## src/rtl/id_ex_alu_issue_if.sv

```systemverilog
// ID/EX issue bus: ID-stage instruction fields, forwarding sources and EX-side ALU/control outputs.
interface id_ex_alu_issue_if;
    logic        stall;
    logic        flush;
    logic        id_valid;
    logic [5:0]  id_opcode;
    logic [5:0]  id_funct;
    logic [4:0]  id_rs;
    logic [4:0]  id_rt;
    logic [4:0]  id_rd;
    logic [31:0] id_rs_data;
    logic [31:0] id_rt_data;
    logic [15:0] id_imm;
    logic        exmem_regwrite;
    logic [4:0]  exmem_rd;
    logic [31:0] exmem_result;
    logic        memwb_regwrite;
    logic [4:0]  memwb_rd;
    logic [31:0] memwb_result;
    logic        ex_valid;
    logic [2:0]  alu_signal;
    logic [31:0] alu_a;
    logic [31:0] alu_b;
    logic [31:0] ex_store_data;
    logic [4:0]  ex_dest;
    logic        ex_regwrite;
    logic        ex_memread;
    logic        ex_memwrite;
    logic        ex_branch;
    logic        ex_illegal;

    modport master (
        output stall, flush, id_valid, id_opcode, id_funct, id_rs, id_rt, id_rd,
               id_rs_data, id_rt_data, id_imm,
               exmem_regwrite, exmem_rd, exmem_result,
               memwb_regwrite, memwb_rd, memwb_result,
        input  ex_valid, alu_signal, alu_a, alu_b, ex_store_data, ex_dest,
               ex_regwrite, ex_memread, ex_memwrite, ex_branch, ex_illegal
    );

    modport slave (
        input  stall, flush, id_valid, id_opcode, id_funct, id_rs, id_rt, id_rd,
               id_rs_data, id_rt_data, id_imm,
               exmem_regwrite, exmem_rd, exmem_result,
               memwb_regwrite, memwb_rd, memwb_result,
        output ex_valid, alu_signal, alu_a, alu_b, ex_store_data, ex_dest,
               ex_regwrite, ex_memread, ex_memwrite, ex_branch, ex_illegal
    );
endinterface

```

## src/rtl/id_ex_alu_issue.sv

```systemverilog
// ID/EX issue stage: decodes opcode/funct to the 3-bit ALU code, registers operands across
// the ID/EX boundary and resolves EX/MEM and MEM/WB forwarding onto the ALU inputs.
module id_ex_alu_issue (
    input logic               clk,
    input logic               rst,
    id_ex_alu_issue_if.slave  bus
);
    localparam int unsigned DATA_W = 32;
    localparam int unsigned REG_W  = 5;
    localparam int unsigned SIG_W  = 3;
    localparam int unsigned IMM_W  = 16;

    localparam logic [SIG_W-1:0] ALU_AND = 3'b000;
    localparam logic [SIG_W-1:0] ALU_OR  = 3'b001;
    localparam logic [SIG_W-1:0] ALU_ADD = 3'b010;
    localparam logic [SIG_W-1:0] ALU_SUB = 3'b110;
    localparam logic [SIG_W-1:0] ALU_SLT = 3'b111;

    localparam logic [5:0] OP_RTYPE = 6'b000000;
    localparam logic [5:0] OP_ADDI  = 6'b001000;
    localparam logic [5:0] OP_ANDI  = 6'b001100;
    localparam logic [5:0] OP_ORI   = 6'b001101;
    localparam logic [5:0] OP_SLTI  = 6'b001010;
    localparam logic [5:0] OP_LW    = 6'b100011;
    localparam logic [5:0] OP_SW    = 6'b101011;
    localparam logic [5:0] OP_BEQ   = 6'b000100;

    localparam logic [5:0] FN_NOP = 6'b000000;
    localparam logic [5:0] FN_AND = 6'b100100;
    localparam logic [5:0] FN_OR  = 6'b100101;
    localparam logic [5:0] FN_ADD = 6'b100000;
    localparam logic [5:0] FN_SUB = 6'b100010;
    localparam logic [5:0] FN_SLT = 6'b101010;

    typedef struct packed {
        logic               valid;
        logic [SIG_W-1:0]   sig;
        logic               regwrite;
        logic               memread;
        logic               memwrite;
        logic               branch;
        logic               illegal;
        logic               b_imm;
        logic [DATA_W-1:0]  ext;
        logic [REG_W-1:0]   rs;
        logic [REG_W-1:0]   rt;
        logic [REG_W-1:0]   dest;
        logic [DATA_W-1:0]  rs_data;
        logic [DATA_W-1:0]  rt_data;
    } ex_state_t;

    // Bubble: everything zero except the ALU code, which must stay a legal ADD.
    function automatic ex_state_t bubble();
        ex_state_t b;
        b     = '0;
        b.sig = ALU_ADD;
        return b;
    endfunction

    ex_state_t        ex_q;
    ex_state_t        ex_d;
    logic             sext;
    logic [DATA_W-1:0] fwd_rs;
    logic [DATA_W-1:0] fwd_rt;

    // Decode of the ID-stage instruction into the next EX state.
    always_comb begin
        ex_d = bubble();
        sext = 1'b1;
        if (bus.id_valid) begin
            ex_d.valid   = 1'b1;
            ex_d.rs      = bus.id_rs;
            ex_d.rt      = bus.id_rt;
            ex_d.rs_data = bus.id_rs_data;
            ex_d.rt_data = bus.id_rt_data;
            if (bus.id_opcode == OP_RTYPE) begin
                ex_d.dest = bus.id_rd;
                case (bus.id_funct)
                    FN_AND:  begin ex_d.sig = ALU_AND; ex_d.regwrite = 1'b1; end
                    FN_OR:   begin ex_d.sig = ALU_OR;  ex_d.regwrite = 1'b1; end
                    FN_ADD:  begin ex_d.sig = ALU_ADD; ex_d.regwrite = 1'b1; end
                    FN_SUB:  begin ex_d.sig = ALU_SUB; ex_d.regwrite = 1'b1; end
                    FN_SLT:  begin ex_d.sig = ALU_SLT; ex_d.regwrite = 1'b1; end
                    FN_NOP:  ex_d.sig = ALU_ADD;
                    default: ex_d.illegal = 1'b1;
                endcase
            end else begin
                case (bus.id_opcode)
                    OP_ADDI: begin
                        ex_d.b_imm = 1'b1; ex_d.regwrite = 1'b1; ex_d.dest = bus.id_rt;
                    end
                    OP_ANDI: begin
                        ex_d.sig = ALU_AND; sext = 1'b0;
                        ex_d.b_imm = 1'b1; ex_d.regwrite = 1'b1; ex_d.dest = bus.id_rt;
                    end
                    OP_ORI: begin
                        ex_d.sig = ALU_OR; sext = 1'b0;
                        ex_d.b_imm = 1'b1; ex_d.regwrite = 1'b1; ex_d.dest = bus.id_rt;
                    end
                    OP_SLTI: begin
                        ex_d.sig = ALU_SLT;
                        ex_d.b_imm = 1'b1; ex_d.regwrite = 1'b1; ex_d.dest = bus.id_rt;
                    end
                    OP_LW: begin
                        ex_d.b_imm = 1'b1; ex_d.regwrite = 1'b1; ex_d.memread = 1'b1;
                        ex_d.dest = bus.id_rt;
                    end
                    OP_SW: begin
                        ex_d.b_imm = 1'b1; ex_d.memwrite = 1'b1; ex_d.dest = bus.id_rt;
                    end
                    OP_BEQ: begin
                        ex_d.sig = ALU_SUB; ex_d.branch = 1'b1; ex_d.dest = bus.id_rt;
                    end
                    default: ex_d.illegal = 1'b1;
                endcase
            end
            ex_d.ext = sext ? {{(DATA_W-IMM_W){bus.id_imm[IMM_W-1]}}, bus.id_imm}
                            : {{(DATA_W-IMM_W){1'b0}}, bus.id_imm};
        end
    end

    // ID/EX register: flush beats stall, both lose to reset.
    always_ff @(posedge clk or posedge rst) begin
        if (rst) begin
            ex_q <= bubble();
        end else if (bus.flush) begin
            ex_q <= bubble();
        end else if (!bus.stall) begin
            ex_q <= ex_d;
        end
    end

    // Forwarding re-resolves every cycle, so a stalled instruction still sees producers advance.
    always_comb begin
        fwd_rs = ex_q.rs_data;
        if (bus.exmem_regwrite && (bus.exmem_rd == ex_q.rs) && (ex_q.rs != '0)) begin
            fwd_rs = bus.exmem_result;
        end else if (bus.memwb_regwrite && (bus.memwb_rd == ex_q.rs) && (ex_q.rs != '0)) begin
            fwd_rs = bus.memwb_result;
        end
    end

    always_comb begin
        fwd_rt = ex_q.rt_data;
        if (bus.exmem_regwrite && (bus.exmem_rd == ex_q.rt) && (ex_q.rt != '0)) begin
            fwd_rt = bus.exmem_result;
        end else if (bus.memwb_regwrite && (bus.memwb_rd == ex_q.rt) && (ex_q.rt != '0)) begin
            fwd_rt = bus.memwb_result;
        end
    end

    assign bus.ex_valid      = ex_q.valid;
    assign bus.alu_signal    = ex_q.sig;
    assign bus.alu_a         = fwd_rs;
    assign bus.alu_b         = ex_q.b_imm ? ex_q.ext : fwd_rt;
    assign bus.ex_store_data = fwd_rt;
    assign bus.ex_dest       = ex_q.dest;
    assign bus.ex_regwrite   = ex_q.regwrite;
    assign bus.ex_memread    = ex_q.memread;
    assign bus.ex_memwrite   = ex_q.memwrite;
    assign bus.ex_branch     = ex_q.branch;
    assign bus.ex_illegal    = ex_q.illegal;
endmodule

```

## src/flat_wrapper.sv

```systemverilog
// flat-port wrapper written by rule: the top's interface ports become plain ports
module id_ex_alu_issue_flat 
  (clk, rst, bus_stall, bus_flush, bus_id_valid, bus_id_opcode, bus_id_funct, bus_id_rs, bus_id_rt, bus_id_rd, bus_id_rs_data, bus_id_rt_data, bus_id_imm, bus_exmem_regwrite, bus_exmem_rd, bus_exmem_result, bus_memwb_regwrite, bus_memwb_rd, bus_memwb_result, bus_ex_valid, bus_alu_signal, bus_alu_a, bus_alu_b, bus_ex_store_data, bus_ex_dest, bus_ex_regwrite, bus_ex_memread, bus_ex_memwrite, bus_ex_branch, bus_ex_illegal);
  id_ex_alu_issue_if bus_i ();
  input logic clk;
  input logic rst;
  input wire logic [$bits(bus_i.stall)-1:0] bus_stall;
  input wire logic [$bits(bus_i.flush)-1:0] bus_flush;
  input wire logic [$bits(bus_i.id_valid)-1:0] bus_id_valid;
  input wire logic [$bits(bus_i.id_opcode)-1:0] bus_id_opcode;
  input wire logic [$bits(bus_i.id_funct)-1:0] bus_id_funct;
  input wire logic [$bits(bus_i.id_rs)-1:0] bus_id_rs;
  input wire logic [$bits(bus_i.id_rt)-1:0] bus_id_rt;
  input wire logic [$bits(bus_i.id_rd)-1:0] bus_id_rd;
  input wire logic [$bits(bus_i.id_rs_data)-1:0] bus_id_rs_data;
  input wire logic [$bits(bus_i.id_rt_data)-1:0] bus_id_rt_data;
  input wire logic [$bits(bus_i.id_imm)-1:0] bus_id_imm;
  input wire logic [$bits(bus_i.exmem_regwrite)-1:0] bus_exmem_regwrite;
  input wire logic [$bits(bus_i.exmem_rd)-1:0] bus_exmem_rd;
  input wire logic [$bits(bus_i.exmem_result)-1:0] bus_exmem_result;
  input wire logic [$bits(bus_i.memwb_regwrite)-1:0] bus_memwb_regwrite;
  input wire logic [$bits(bus_i.memwb_rd)-1:0] bus_memwb_rd;
  input wire logic [$bits(bus_i.memwb_result)-1:0] bus_memwb_result;
  output wire logic [$bits(bus_i.ex_valid)-1:0] bus_ex_valid;
  output wire logic [$bits(bus_i.alu_signal)-1:0] bus_alu_signal;
  output wire logic [$bits(bus_i.alu_a)-1:0] bus_alu_a;
  output wire logic [$bits(bus_i.alu_b)-1:0] bus_alu_b;
  output wire logic [$bits(bus_i.ex_store_data)-1:0] bus_ex_store_data;
  output wire logic [$bits(bus_i.ex_dest)-1:0] bus_ex_dest;
  output wire logic [$bits(bus_i.ex_regwrite)-1:0] bus_ex_regwrite;
  output wire logic [$bits(bus_i.ex_memread)-1:0] bus_ex_memread;
  output wire logic [$bits(bus_i.ex_memwrite)-1:0] bus_ex_memwrite;
  output wire logic [$bits(bus_i.ex_branch)-1:0] bus_ex_branch;
  output wire logic [$bits(bus_i.ex_illegal)-1:0] bus_ex_illegal;
  assign bus_i.stall = bus_stall;
  assign bus_i.flush = bus_flush;
  assign bus_i.id_valid = bus_id_valid;
  assign bus_i.id_opcode = bus_id_opcode;
  assign bus_i.id_funct = bus_id_funct;
  assign bus_i.id_rs = bus_id_rs;
  assign bus_i.id_rt = bus_id_rt;
  assign bus_i.id_rd = bus_id_rd;
  assign bus_i.id_rs_data = bus_id_rs_data;
  assign bus_i.id_rt_data = bus_id_rt_data;
  assign bus_i.id_imm = bus_id_imm;
  assign bus_i.exmem_regwrite = bus_exmem_regwrite;
  assign bus_i.exmem_rd = bus_exmem_rd;
  assign bus_i.exmem_result = bus_exmem_result;
  assign bus_i.memwb_regwrite = bus_memwb_regwrite;
  assign bus_i.memwb_rd = bus_memwb_rd;
  assign bus_i.memwb_result = bus_memwb_result;
  assign bus_ex_valid = bus_i.ex_valid;
  assign bus_alu_signal = bus_i.alu_signal;
  assign bus_alu_a = bus_i.alu_a;
  assign bus_alu_b = bus_i.alu_b;
  assign bus_ex_store_data = bus_i.ex_store_data;
  assign bus_ex_dest = bus_i.ex_dest;
  assign bus_ex_regwrite = bus_i.ex_regwrite;
  assign bus_ex_memread = bus_i.ex_memread;
  assign bus_ex_memwrite = bus_i.ex_memwrite;
  assign bus_ex_branch = bus_i.ex_branch;
  assign bus_ex_illegal = bus_i.ex_illegal;
  id_ex_alu_issue u_core (.clk(clk), .rst(rst), .bus(bus_i));
endmodule
```

## config.mk

```make
export PLATFORM = sky130hd
export DESIGN_NAME = id_ex_alu_issue_flat
export DESIGN_NICKNAME = d
export VERILOG_FILES = /design/src/rtl/id_ex_alu_issue_if.sv /design/src/rtl/id_ex_alu_issue.sv /design/src/flat_wrapper.sv
export SDC_FILE = /design/constraint.sdc
export NUM_CORES = 1
export LEC_CHECK = 0
export CORE_MARGIN = 2
export CORE_UTILIZATION = 45
export CTS_CLUSTER_SIZE = 16
export DETAILED_ROUTE_END_ITERATION = 10
export GPL_TIMING_DRIVEN = 0
export PLACE_DENSITY = 0.87
export SETUP_SLACK_MARGIN = 0.1
export SLEW_MARGIN = 20
export SYNTH_ARGS = -nofsm -noshare
export SYNTH_HDL_FRONTEND = slang
export SYNTH_SLANG_ARGS = --single-unit
```

## constraint.sdc

```tcl
create_clock -name clk -period 4.9 [get_ports clk]
set_input_delay 0.49 -clock clk [delete_from_list [all_inputs] [get_ports clk]]
set_output_delay 0.49 -clock clk [all_outputs]
set_load 0.02 [all_outputs]
```

# Yosys cells after proc, flatten, opt, wreduce, memory -nomap -nowiden
# Cells that the tools add are included.
# W data, S select, Z words.
[word_totals] wordCells=77 reg_bits=121 out_inout_bits=110
[op_classes] n_eq_ne=17 reduce_logical=18 mux=28
[op_table] operator="$mux W121" n=3
[op_table] operator="$mux W32" n=6
[op_table] operator="$eq A6 B6 Y1 const B" n=7
[op_table] operator="$eq A6 B4 Y1 const B" n=4
[op_table] operator="$pmux W3 S4" n=2
[op_table] operator="$eq A5 B5 Y1" n=4
[op_table] operator="$mux W1" n=13
[op_table] operator="$logic_not A6 Y1" n=2
[op_table] operator="$reduce_or A6 Y1" n=2
[op_table] operator="$mux W5" n=2
[op_table] operator="$reduce_bool A5 Y1" n=2
[op_table] operator="$reduce_or A5 Y1" n=2
[op_table] operator="$logic_and A1 B1 Y1" n=8
[op_table] operator="$reduce_or A7 Y1" n=1
[op_table] operator="$eq A6 B3 Y1 const B" n=1
[op_table] operator="$mux W4" n=1
[op_table] operator="$mux W3" n=1
[op_table] operator="$ne A2 B1 Y1 const B" n=1
[op_table] operator="$reduce_or A2 Y1" n=1

# Depth between registers and ports, before layout
# Gate-level depths: netlist of run 1.
[depth] depth_word=9 depth_mapped=7

# Worst setup path after synthesis of run 1
# No wires, ideal clock.
[synth_path] kind="flip-flop to output port" from="register u_core.ex_q[72] in the netlist's numbering" to="output bus_alu_b[21]" path_stages_with_launch=8 arrival_time_ps=2296 path_buffers=2 path_slack_ps=2114 path_cell_list="dfrtp_1 > or4_4 > or2_1 > clkbuf_2 > nand3_2 > buf_6 > a221oi_1 > o31ai_1"
[synth_via] elab_chain_cells=6 word_cells_on_any_way=10 cone_classes="eq/ne (2); mux (3); reduce/logical (5)"
[synth_rtl] item="start, declared" line="id_ex_alu_issue.sv:60" source="ex_state_t ex_q;"
[synth_rtl] item="start signal, assigned" line="id_ex_alu_issue.sv:125" source="ex_q <= bubble();"
[synth_rtl] item="start signal, assigned" line="id_ex_alu_issue.sv:127" source="ex_q <= bubble();"
[synth_rtl] item="$eq A5 B5 Y1" line="id_ex_alu_issue.sv:147" source="end else if (bus.memwb_regwrite && (bus.memwb_rd == ex_q.rt) && (ex_q.rt != '0)) begin"
[synth_rtl] item="$logic_and A1 B1 Y1 (2 in a row)" line="id_ex_alu_issue.sv:147"
[synth_rtl] item="$mux W32" line="id_ex_alu_issue.sv:147"
[synth_rtl] item="$mux W32 *" line="id_ex_alu_issue.sv:145" source="if (bus.exmem_regwrite && (bus.exmem_rd == ex_q.rt) && (ex_q.rt != '0)) begin"
[synth_rtl] item="$mux W32 *" line="id_ex_alu_issue.sv:155" source="assign bus.alu_b = ex_q.b_imm ? ex_q.ext : fwd_rt;"
[synth_rtl] item="end, declared" line="flat_wrapper.sv:27" source="output wire logic [$bits(bus_i.alu_b)-1:0] bus_alu_b;"
# Every way passes the cells marked *; elsewhere a longest branch is shown, timed or not.

# Final worst setup path of run 1
[layout_path] from="input bus_memwb_rd[1]" to="output bus_alu_b[14]"
[layout_via] elab_chain_cells=6
[layout_rtl] item="start, declared" line="flat_wrapper.sv:22" source="input wire logic [$bits(bus_i.memwb_rd)-1:0] bus_memwb_rd;"
[layout_rtl] item="$eq A5 B5 Y1" line="id_ex_alu_issue.sv:147"
[layout_rtl] item="$logic_and A1 B1 Y1 (2 in a row)" line="id_ex_alu_issue.sv:147"
[layout_rtl] item="$mux W32" line="id_ex_alu_issue.sv:147"
[layout_rtl] item="$mux W32" line="id_ex_alu_issue.sv:145"
[layout_rtl] item="$mux W32" line="id_ex_alu_issue.sv:155"
# No other way between the ends.

==> results of run 1 <==
==> per-layer routing <==
metal,GRT usage (%),share of wire (%),vias to the layer above
met5,0,0,-
met4,14.22,3.9,0
met3,6.344,9.2,67
met2,53.23,48,437
met1,42.76,39,3298
li1,-,-,3051
==> metrics by stage <==
stage	total power (W)	util, %	hold WS (ns)
after floorplan	0.001153	-	0.4510
after global placement	0.001456	70.29	0.4624
after detailed placement	0.001465	70.60	0.4663
after CTS	0.002206	72.89	0.4828
after global routing	0.002284	72.89	0.5068
final	0.002209	72.89	0.4725
==> layout by cell type, fill, tap and decap left out, types with 3 or more instances in the layout <==
cell,instances
o21ai_0,43
mux2_2,14
a32o_1,3
a31oi_1,14
a221oi_1,17
xor2_1,4
dfrtp_1,105
nand4_1,18
clkbuf_1,42
nor2_1,44
a32oi_1,3
mux2i_1,34
inv_1,4
a22o_1,89
xnor2_1,16
a22oi_1,4
o31ai_1,32
clkbuf_8,3
buf_4,10
nand2_1,58
nor3b_1,4
buf_1,5
clkdlybuf4s50_1,296
buf_2,10
nor2b_1,4
and3_1,18
nor3_1,16
clkbuf_16,9
==> final cells by class <==
class,instances,share of cell area [%]
buffer,68,3.228
clock buffer,13,2.778
clock inverter,2,0.3601
inverter,5,0.2443
multi-input combinational,463,33.11
sequential,106,27.28
tap,176,2.263
timing repair buffer,297,30.74
==> sequential cells by signal (all words and copies together), names as in the netlist <==
signal,flops
u_core.bus.ex_branch,1
u_core.bus.ex_regwrite,1
u_core.bus.ex_memwrite,1
u_core.ex_q,92
u_core.bus.alu_signal,3
u_core.bus.ex_illegal,1
u_core.bus.ex_dest,5
u_core.bus.ex_valid,1
u_core.bus.ex_memread,1
==> synthesized netlist by cell type, types with 4 or more instances <==
library cell	count	area share, %
a221oi_1	17	2.4
a22o_1	89	13
a22oi_1	4	0.48
a31oi_1	14	1.4
and3_1	18	1.8
buf_1	5	0.30
buf_2	10	0.81
buf_4	10	1.2
clkbuf_1	41	2.5
dfrtp_1	105	42
inv_1	5	0.30
mux2_2	14	2.5
mux2i_1	34	5.5
nand2_1	58	3.5
nand4_1	18	1.8
nor2_1	44	2.7
nor2b_1	4	0.40
nor3_1	16	1.3
nor3b_1	4	0.48
o21ai_0	43	3.5
o31ai_1	32	3.9
xnor2_1	16	2.3
xor2_1	4	0.57
==> final timing paths <==
check,from,to,slack (ns),cells after the start
worst max-delay path,bus_memwb_rd[1],bus_alu_b[14],0.72,9
worst min-delay path,rst,u_core.ex_q[62],0.47,2
worst max register to register,u_core.ex_q[111],u_core.ex_q[111],3.33,3
worst min register to register,u_core.bus.ex_valid,u_core.bus.ex_valid,0.48,2
max in group asynchronous,rst,u_core.bus.alu_signal[1],3.72,3
min in group clk,u_core.bus.ex_valid,u_core.bus.ex_valid,0.48,2
==> critical path, stage by stage <==
cell	delay, ns
clkdlybuf4s50_1	0.46
xnor2_1	0.25
clkbuf_1	0.45
nand2_1	0.28
clkbuf_1	0.30
o31ai_1	0.40
a31oi_1	0.22
mux2_2	0.30
clkdlybuf4s50_1	0.54
==> cell families (layout without fill, tap and decap cells) <==
logic type	after synthesis	in the layout
and+or+nand+nor	181	181
AOI/OAI and AO/OA	214	214
DFF	106	106
muxes	48	48
xor gates and xnor gates	20	20
buffers and inverters	73	385
==> power by group through the flow <==
| stage | clock (W) | combinational (W) | sequential, W |
|---|---|---|---|
| 2_1_floorplan | 0 | 0.000217 | 0.000936 |
| 3_3_place_gp | 0 | 0.000515 | 0.000941 |
| 3_5_place_dp | 0 | 0.000524 | 0.000942 |
| 4_1_cts | 0.000754 | 0.000526 | 0.000926 |
| 5_1_grt | 0.000795 | 0.000560 | 0.000929 |
| 6_report | 0.000752 | 0.000529 | 0.000927 |
==> summary.md, run 1 <==
| Metric | Value |
|---|---|
| Status | complete, no violations |
| Worst min path class | input pin to async pin |
| Synth Cell Area | 0.006200 mm² |
| Setup bufs post-CTS | 0 |
| Vias in the first global route | 6,494 |
| Clock skew | 0 ns |
| Placeable Area | 0.01335 mm² |
| DR pass1 iterations | 6 |
| Post-Synth XOR/XNOR Area | 2.825% |
| Grt total ovfl | 0 |
| Peak supply drop | 0.1743 mV |
| Top_reg_cell synth | dfrtp_1 |
| CP endpoint kind | output port |
| Syn Inst Count | 642 |
| Startpoint Class | input pin |
| Netlist cell types | 48 |
| Clock power share | 34.1% |
| Total CTS buffers | 9 |
| Pins over their slew limit | 0 |
| Final worst slack | 0.7200 ns |
| PwrDens | 227.0 mW/mm² |
| First-pass GRT wire length | 36.40 mm |
| Sequential-to-total area share from yosys stat | 42.81% |
| Layout area overhead | 56.93% |
| Nets | 1,138 |
| Critical path data required time | 4.41 ns |
| Die height | 121.4 µm |
| Initial Util | 46.45% |
| Detailed Route WL | 24.79 mm |
| Period utilization | 85.31% |
| Dpl cells | 1,115 |
| Area of the multi-input gates | 0.003222 mm² |
| Largest net degree at the start of global routing | 80 |
| Final setup viols | 0 |
| Share of cells above drive strength 1 | 6.394% |
| Hold Vio Cnt, Final | 0 |
| Die X | 121.4 µm |
| Setup WS pre-CTS | 0.8294 ns |
| Max_cap viols | 0 |
| Final Cell Area | 0.009729 mm² |
| Tmin final | 4.180 ns |
| Tot GR Track Use | 32.80% |
| Crit Path Class | input pin to output port |
| I/O pins | 298 |
| CTS Root Cell | clkbuf_16 |
| Largest family of logic cells by synthesized area | compound AO/OA/AOI/OAI gates |
| Leak | 3.900 nW |
| CTS sink cnt | 106 |
| Initial antenna violation count | 0 |
| Routability cong. | 0.9420 |
| Adder-cell share of the synthesized area | 0% |
| Area fraction in compound gates after synthesis | 26.54% |
| Placed Area | 0.009424 mm² |
| Critical Path AT | 3.69 ns |
| Via count | 6,853 |
| Clock Tree Buf Depth | 2 |
| Worst slew pin tran | 0.8700 ns |
| TritonCTS clock tree | yes |
| Mux cell area share after synthesis | 8.032% |
| Die ar. | 0.01473 mm² |
| DRT antenna net count | 0 |
| Setup TNS | 0 ns |
| Synth warnings | 0 |
| Htree depth | 3 |
| Ant diodes | 0 |
| Rel. slew slack | 41.57% |
| Hold bufs inserted after CTS | 0 |
| Wire length per cell | 21.94 µm |
| Internal power | 0.001615 W |
| Number of DRC markers in iteration 0 | 666 |
| RSZ-0062 raised after global routing | no |
| Post-synth ARST share | 100.0% |
| Synthesized Nets | 830 |
| DRC | 0 |
| Filler cell count | 1,008 |
| Flop pwr share | 42.0% |
| Switching Share | 26.88% |
| Worst skew pair latency | 0.35 ns |
| Fmax | 239.2 MHz |
| Combinational share of power | 24.0% |
| Reg clk slew, reported paths | 0.06 ns |
| Synthesized flop and latch total | 106 |
| Sequential Area | 0.002654 mm² |
| Row Count | 42 |
| HPWL Detailed | 18.99 mm |
| Sw Pwr | 0.0005936 W |
| Simple-Gate Fraction of Synth Area | 14.43% |
| Average size of a mapped cell | 9.657 µm² |
| Crit-path max FO | 10 |
| Finished Layout Cells | 1,130 |
| Via/cell ratio | 6.065 |
| PortBufs | 296 |
| Post-synth EDFFs | 0 |
| CTS-repair resized insts | 0 |
Note: power is estimated with default switching activity, not from simulation.
==> run 2: changes to the inputs <==
--- a/config.mk
+++ b/config.mk
@@ -5,12 +5,12 @@
 export SDC_FILE = /design/constraint.sdc
 export NUM_CORES = 1
 export LEC_CHECK = 0
-export CORE_MARGIN = 2
-export CORE_UTILIZATION = 45
+export CORE_AREA = 2 2 116 118
 export CTS_CLUSTER_SIZE = 16
 export DETAILED_ROUTE_END_ITERATION = 10
+export DIE_AREA = 0 0 118 120
+export DONT_BUFFER_PORTS = 1
 export GPL_TIMING_DRIVEN = 0
-export PLACE_DENSITY = 0.87
 export SETUP_SLACK_MARGIN = 0.1
 export SLEW_MARGIN = 20
 export SYNTH_ARGS = -nofsm -noshare
==> run 2 against run 1 <==
Effect of this change: cell area fell by 31%; critical path type is now flop to output port; highest routed layer unchanged; cell count fell by 26%; register-to-register slack got worse by 0.03 ns.
==> summary.md, run 2 (synthesis results as in run 1) <==
| Metric | Value |
|---|---|
| Ant diodes | 0 |
| Critical path data required time | 4.41 ns |
| Switching Share | 30.10% |
| PortBufs | 0 |
| I/O pins | 298 |
| Detailed Route WL | 23.12 mm |
| Total CTS buffers | 9 |
| Placeable Area | 0.01298 mm² |
| Share of cells above drive strength 1 | 9.560% |
| Rel. slew slack | 24.10% |
| DR pass1 iterations | 5 |
| Htree depth | 3 |
| Largest Register | u_core.ex_q |
| Internal power | 0.001335 W |
| Worst min path class | input pin to async pin |
| Grt total ovfl | 0 |
| Hold Vio Cnt, Final | 0 |
| First-pass GRT wire length | 34.84 mm |
| Flop pwr share | 48.6% |
| Die X | 118 µm |
| Reg clk slew, reported paths | 0.07 ns |
| Die ar. | 0.01416 mm² |
| DRT antenna net count | 0 |
| Worst R2R Path Depth | 3 |
| Tot GR Track Use | 32.26% |
| Setup TNS | 0 ns |
| Hold bufs inserted after CTS | 0 |
| Filler cell count | 1,231 |
| DRC | 0 |
| Worst skew pair latency | 0.35 ns |
| Routability cong. | 0.8901 |
| Crit Path Class | flop to output port |
| Commonest non-fill, non-tap cell in the layout | dfrtp_1 |
| Setup bufs post-CTS | 0 |
| Largest net degree at the start of global routing | 55 |
| Number of DRC markers in iteration 0 | 376 |
| Final setup viols | 0 |
| Via count | 5,626 |
| Commonest cells after routing, fill and taps aside | 105 x dfrtp_1, 89 x a22o_1, 58 x nand2_1 |
| Slowest cell delay on critical path | 0.73 ns |
| Wire length per cell | 27.69 µm |
| Leak | 2.767 nW |
| Pins over their slew limit | 0 |
| Die height | 120 µm |
| CTS-repair resized insts | 0 |
| PwrDens | 283.5 mW/mm² |
| Crit-path max FO | 10 |
| Final Cell Area | 0.006740 mm² |
| Via/cell ratio | 6.738 |
| Final worst slack | 1.122 ns |
| Tmin final | 3.778 ns |
| Max FFs per register | 92 |
| Initial antenna violation count | 1 |
| Critical Path AT | 3.29 ns |
| Slowest cell on crit path | o31ai_1 |
| Clock Tree Buf Depth | 2 |
| Clock skew | 0 ns |
| Total power | 0.001911 W |
| Clock power share | 36.6% |
| CTS Root Cell | clkbuf_16 |
| Worst path cell trace | xnor2_1 > nand4_1 > nor2_1 > buf_2 > a221oi_1 > o31ai_1 |
| CTS sink cnt | 106 |
| Placed Area | 0.006461 mm² |
| RSZ-0062 raised after global routing | no |
| Fmax | 264.7 MHz |
| Row Count | 42 |
| Combinational share of power | 14.8% |
| Worst slew pin tran | 1.136 ns |
| HPWL Detailed | 17.41 mm |
| CP endpoint kind | output port |
| Peak supply drop | 0.1820 mV |
| TritonCTS clock tree | yes |
| Layout area overhead | 8.718% |
| Vias in the first global route | 5,756 |
| Fin Hold WS | 0.03494 ns |
| Setup WS pre-CTS | 1.551 ns |
| Nets | 842 |
| Startpoint Class | flop |
| Period utilization | 77.10% |
| Initial Util | 47.76% |
| Status | complete, no violations |
| Sw Pwr | 0.0005751 W |
| Max_cap viols | 0 |
==> run 2: metrics by stage <==
| stage | util, % | instances |
|---|---|---|
| 4_1_cts | 51.93 | 835 |
| 3_5_place_dp | 49.78 | 819 |
| 2_1_floorplan | - | 642 |
| 6_report | 51.93 | 835 |
| 3_3_place_gp | 49.46 | 818 |
| 5_1_grt | 51.93 | 835 |
==> run 2: metal layers <==
metal  vias up  part of all wire, %  global-route usage, %  wire [µm]
li1       2467                    -                      -          -
met1      2787                   39                  40.11       9075
met2       321                   48                  53.27      11150
met3        51                  9.4                  9.268       2172
met4         0                  3.1                  12.50        725
met5         -                    0                      0          0
==> run 2: cell type report <==
class                      instances  area, µm²  share of cell area [%]
buffer                            68      314.1                   4.659
clock buffer                       9      225.2                   3.341
clock inverter                     7      53.80                  0.7982
inverter                           5      23.77                  0.3527
multi-input combinational        463       3222                   47.80
sequential                       106       2654                   39.37
tap                              176      220.2                   3.267
timing repair buffer               1      27.53                  0.4084
==> run 2: path summary, 6_finish.rpt <==
check | start | endpoint | slack [ns]
hold reg to reg | u_core.bus.alu_signal[2] | u_core.bus.alu_signal[2] | 0.50
setup / recovery | u_core.ex_q[71] | bus_alu_b[21] | 1.12
min in group clk | bus_id_rt_data[8] | u_core.ex_q[8] | 0.26
hold / removal | rst | u_core.ex_q[29] | 0.03
setup reg to reg | u_core.ex_q[111] | u_core.ex_q[111] | 3.30
max in group asynchronous | rst | u_core.bus.alu_signal[1] | 4.16
==> run 2: critical path: cells and delay by family (launching register included) <==
family	cells	cell delay, ns
simple gates	2	0.99
flops	1	0.48
compound gates	2	0.87
xor+xnor	1	0.23
buf+inv	1	0.36
==> run 2: power by group through the flow <==
stage                     sequential (W)  clock, W  combinational, W
final                           0.000928  0.000699          0.000283
after global routing            0.000931  0.000755          0.000304
after CTS                       0.000927  0.000711          0.000283
after detailed placement        0.000944         0          0.000281
after global placement          0.000943         0          0.000271
after floorplan                 0.000936         0          0.000217
==> run 3: changes to the inputs <==
==> constraint.sdc (replaced) <==
create_clock -name clk -period 3.9 [get_ports clk]
set_input_delay 0.39 -clock clk [delete_from_list [all_inputs] [get_ports clk]]
set_output_delay 0.39 -clock clk [all_outputs]
set_load 0.02 [all_outputs]
==> run 3 against run 2 <==
Effect of this change: critical path depth did not move; die area did not move; critical endpoint is now bus_alu_a[2]; flip-flop and latch count did not move.
==> summary.md, run 3 (synthesis results as in run 1) <==
| Metric | Value |
|---|---|
| Vias in the first global route | 5,759 |
| Layout area overhead | 8.961% |
| Die height | 120 µm |
| Tmin final | 3.593 ns |
| Placeable Area | 0.01298 mm² |
| Initial antenna violation count | 1 |
| Critical path data required time | 3.51 ns |
| DRT antenna net count | 0 |
| Rel. slew slack | 22.80% |
| Final setup viols | 0 |
| Peak supply drop | 0.2304 mV |
| Leak | 2.770 nW |
| Tot GR Track Use | 32.27% |
| Reg clk slew, reported paths | 0.08 ns |
| DRC | 0 |
| HPWL Detailed | 17.41 mm |
| Row Count | 42 |
| RSZ-0062 raised after global routing | no |
| Hold Vio Cnt, Final | 0 |
| Wire length per cell | 27.64 µm |
| Slowest cell delay on critical path | 0.71 ns |
| Clock Tree Buf Depth | 2 |
| Die ar. | 0.01416 mm² |
| Detailed Route WL | 23.11 mm |
| Slowest cell on crit path | nor4_2 |
| Die X | 118 µm |
| Crit path buf inv count | 1 |
| Htree depth | 3 |
| Status | complete, no violations |
| Reg2Reg Setup Slack | 2.30 ns |
| Total CTS buffers | 9 |
| Number of DRC markers in iteration 0 | 408 |
| Initial Util | 47.76% |
| Setup bufs post-CTS | 0 |
| Max FFs per register | 92 |
| Routability cong. | 0.8901 |
| Crit-path max FO | 10 |
| Grt total ovfl | 0 |
| Via/cell ratio | 6.766 |
| Worst path cell trace | xnor2_1 > nand4_1 > nor4_2 > buf_2 > mux2i_1 > o21ai_0 |
| Nets | 843 |
| Clock skew | 0 ns |
| Ant diodes | 0 |
| Fin Hold WS | 0.1598 ns |
| CTS Root Cell | clkbuf_16 |
| CTS sink cnt | 106 |
| Crit Path Class | flop to output port |
| Worst slew pin tran | 1.156 ns |
| Commonest non-fill, non-tap cell in the layout | dfrtp_1 |
| Startpoint Class | flop |
| Worst skew pair latency | 0.35 ns |
| Largest net degree at the start of global routing | 55 |
| Crit-path leading delay family | simple AND/OR/NAND/NOR gates |
| DR pass1 iterations | 5 |
| Final Cell Area | 0.006755 mm² |
| PwrDens | 355.0 mW/mm² |
| First-pass GRT wire length | 34.85 mm |
| Placed Area | 0.006461 mm² |
| Setup TNS | 0 ns |
| Critical Path AT | 3.20 ns |
| TritonCTS clock tree | yes |
| Worst min path class | input pin to flop |
| PortBufs | 0 |
| Period utilization | 92.12% |
| Fmax | 278.4 MHz |
| Via count | 5,656 |
| Max_cap viols | 0 |
| CP endpoint kind | output port |
| Pins over their slew limit | 0 |
| Commonest cells after routing, fill and taps aside | 105 x dfrtp_1, 89 x a22o_1, 58 x nand2_1 |
| Largest Register | u_core.ex_q |
| I/O pins | 298 |
| Share of cells above drive strength 1 | 9.848% |
| Filler cell count | 1,233 |
==> run 3: changes by cell type in the layout (fill, tap and decap cells not counted) <==
cell and delta:
nor2_1 -2, nor2_2 +2, dlygate4sd3_1 +1
==> run 3: path summary, 6_finish.rpt <==
| path | start | end | cells after the start |
|---|---|---|---|
| setup / recovery | u_core.ex_q[75] | bus_alu_a[2] | 6 |
| min in group asynchronous | rst | u_core.ex_q[29] | 2 |
| hold / removal | bus_id_rt_data[8] | u_core.ex_q[8] | 1 |
| setup reg to reg | u_core.ex_q[111] | u_core.ex_q[111] | 3 |
| max in group asynchronous | rst | u_core.bus.alu_signal[1] | 3 |
| hold reg to reg | u_core.bus.alu_signal[2] | u_core.bus.alu_signal[2] | 2 |
==> run 3: power by group <==
| part | internal (W) | switching, W | total (W) |
|---|---|---|---|
| combinational | 0.000105 | 0.000252 | 0.000357 |
| clock | 0.000438 | 0.000438 | 0.000876 |
| sequential | 0.00114 | 0.0000298 | 0.00117 |
==> run 3: metrics by stage <==
stage	utilization (%)	cells	worst slack, ns	total power, W
2_1_floorplan	-	642	0.7228	0.001449
3_5_place_dp	49.78	819	0.6506	0.001539
4_1_cts	52.01	836	0.2323	0.002414
5_1_grt	52.04	836	0.1429	0.002502
3_3_place_gp	49.46	818	-0.5142	0.001526
6_report	52.04	836	0.3074	0.002398
==> run 3: area by class of cell <==
class / instances / area (µm²) / share of cell area (%)
well taps: 176 / 220.2 / 3.260
inverters: 5 / 23.77 / 0.3519
repair buffers: 2 / 37.54 / 0.5557
flip-flops and latches: 106 / 2654 / 39.29
multi-input cells: 463 / 3227 / 47.77
plain buffers: 68 / 314.1 / 4.649
clock inverters: 7 / 53.80 / 0.7964
clock buffers: 9 / 225.2 / 3.334
==> run 3: timing repair <==
item                                   in CTS  in global routing
gates resized for setup                     0                  2
endpoints found under the hold margin      53                  0
hold buffers                                1                  0
setup endpoints to repair                   0                  5
==> run 3: per-layer routing <==
| metal | share of wire, % | global-route usage, % |
|---|---|---|
| met5 | 0 | 0 |
| met4 | 3.2 | 12.50 |
| met3 | 9.6 | 9.268 |
| met2 | 48 | 53.27 |
| met1 | 39 | 40.14 |
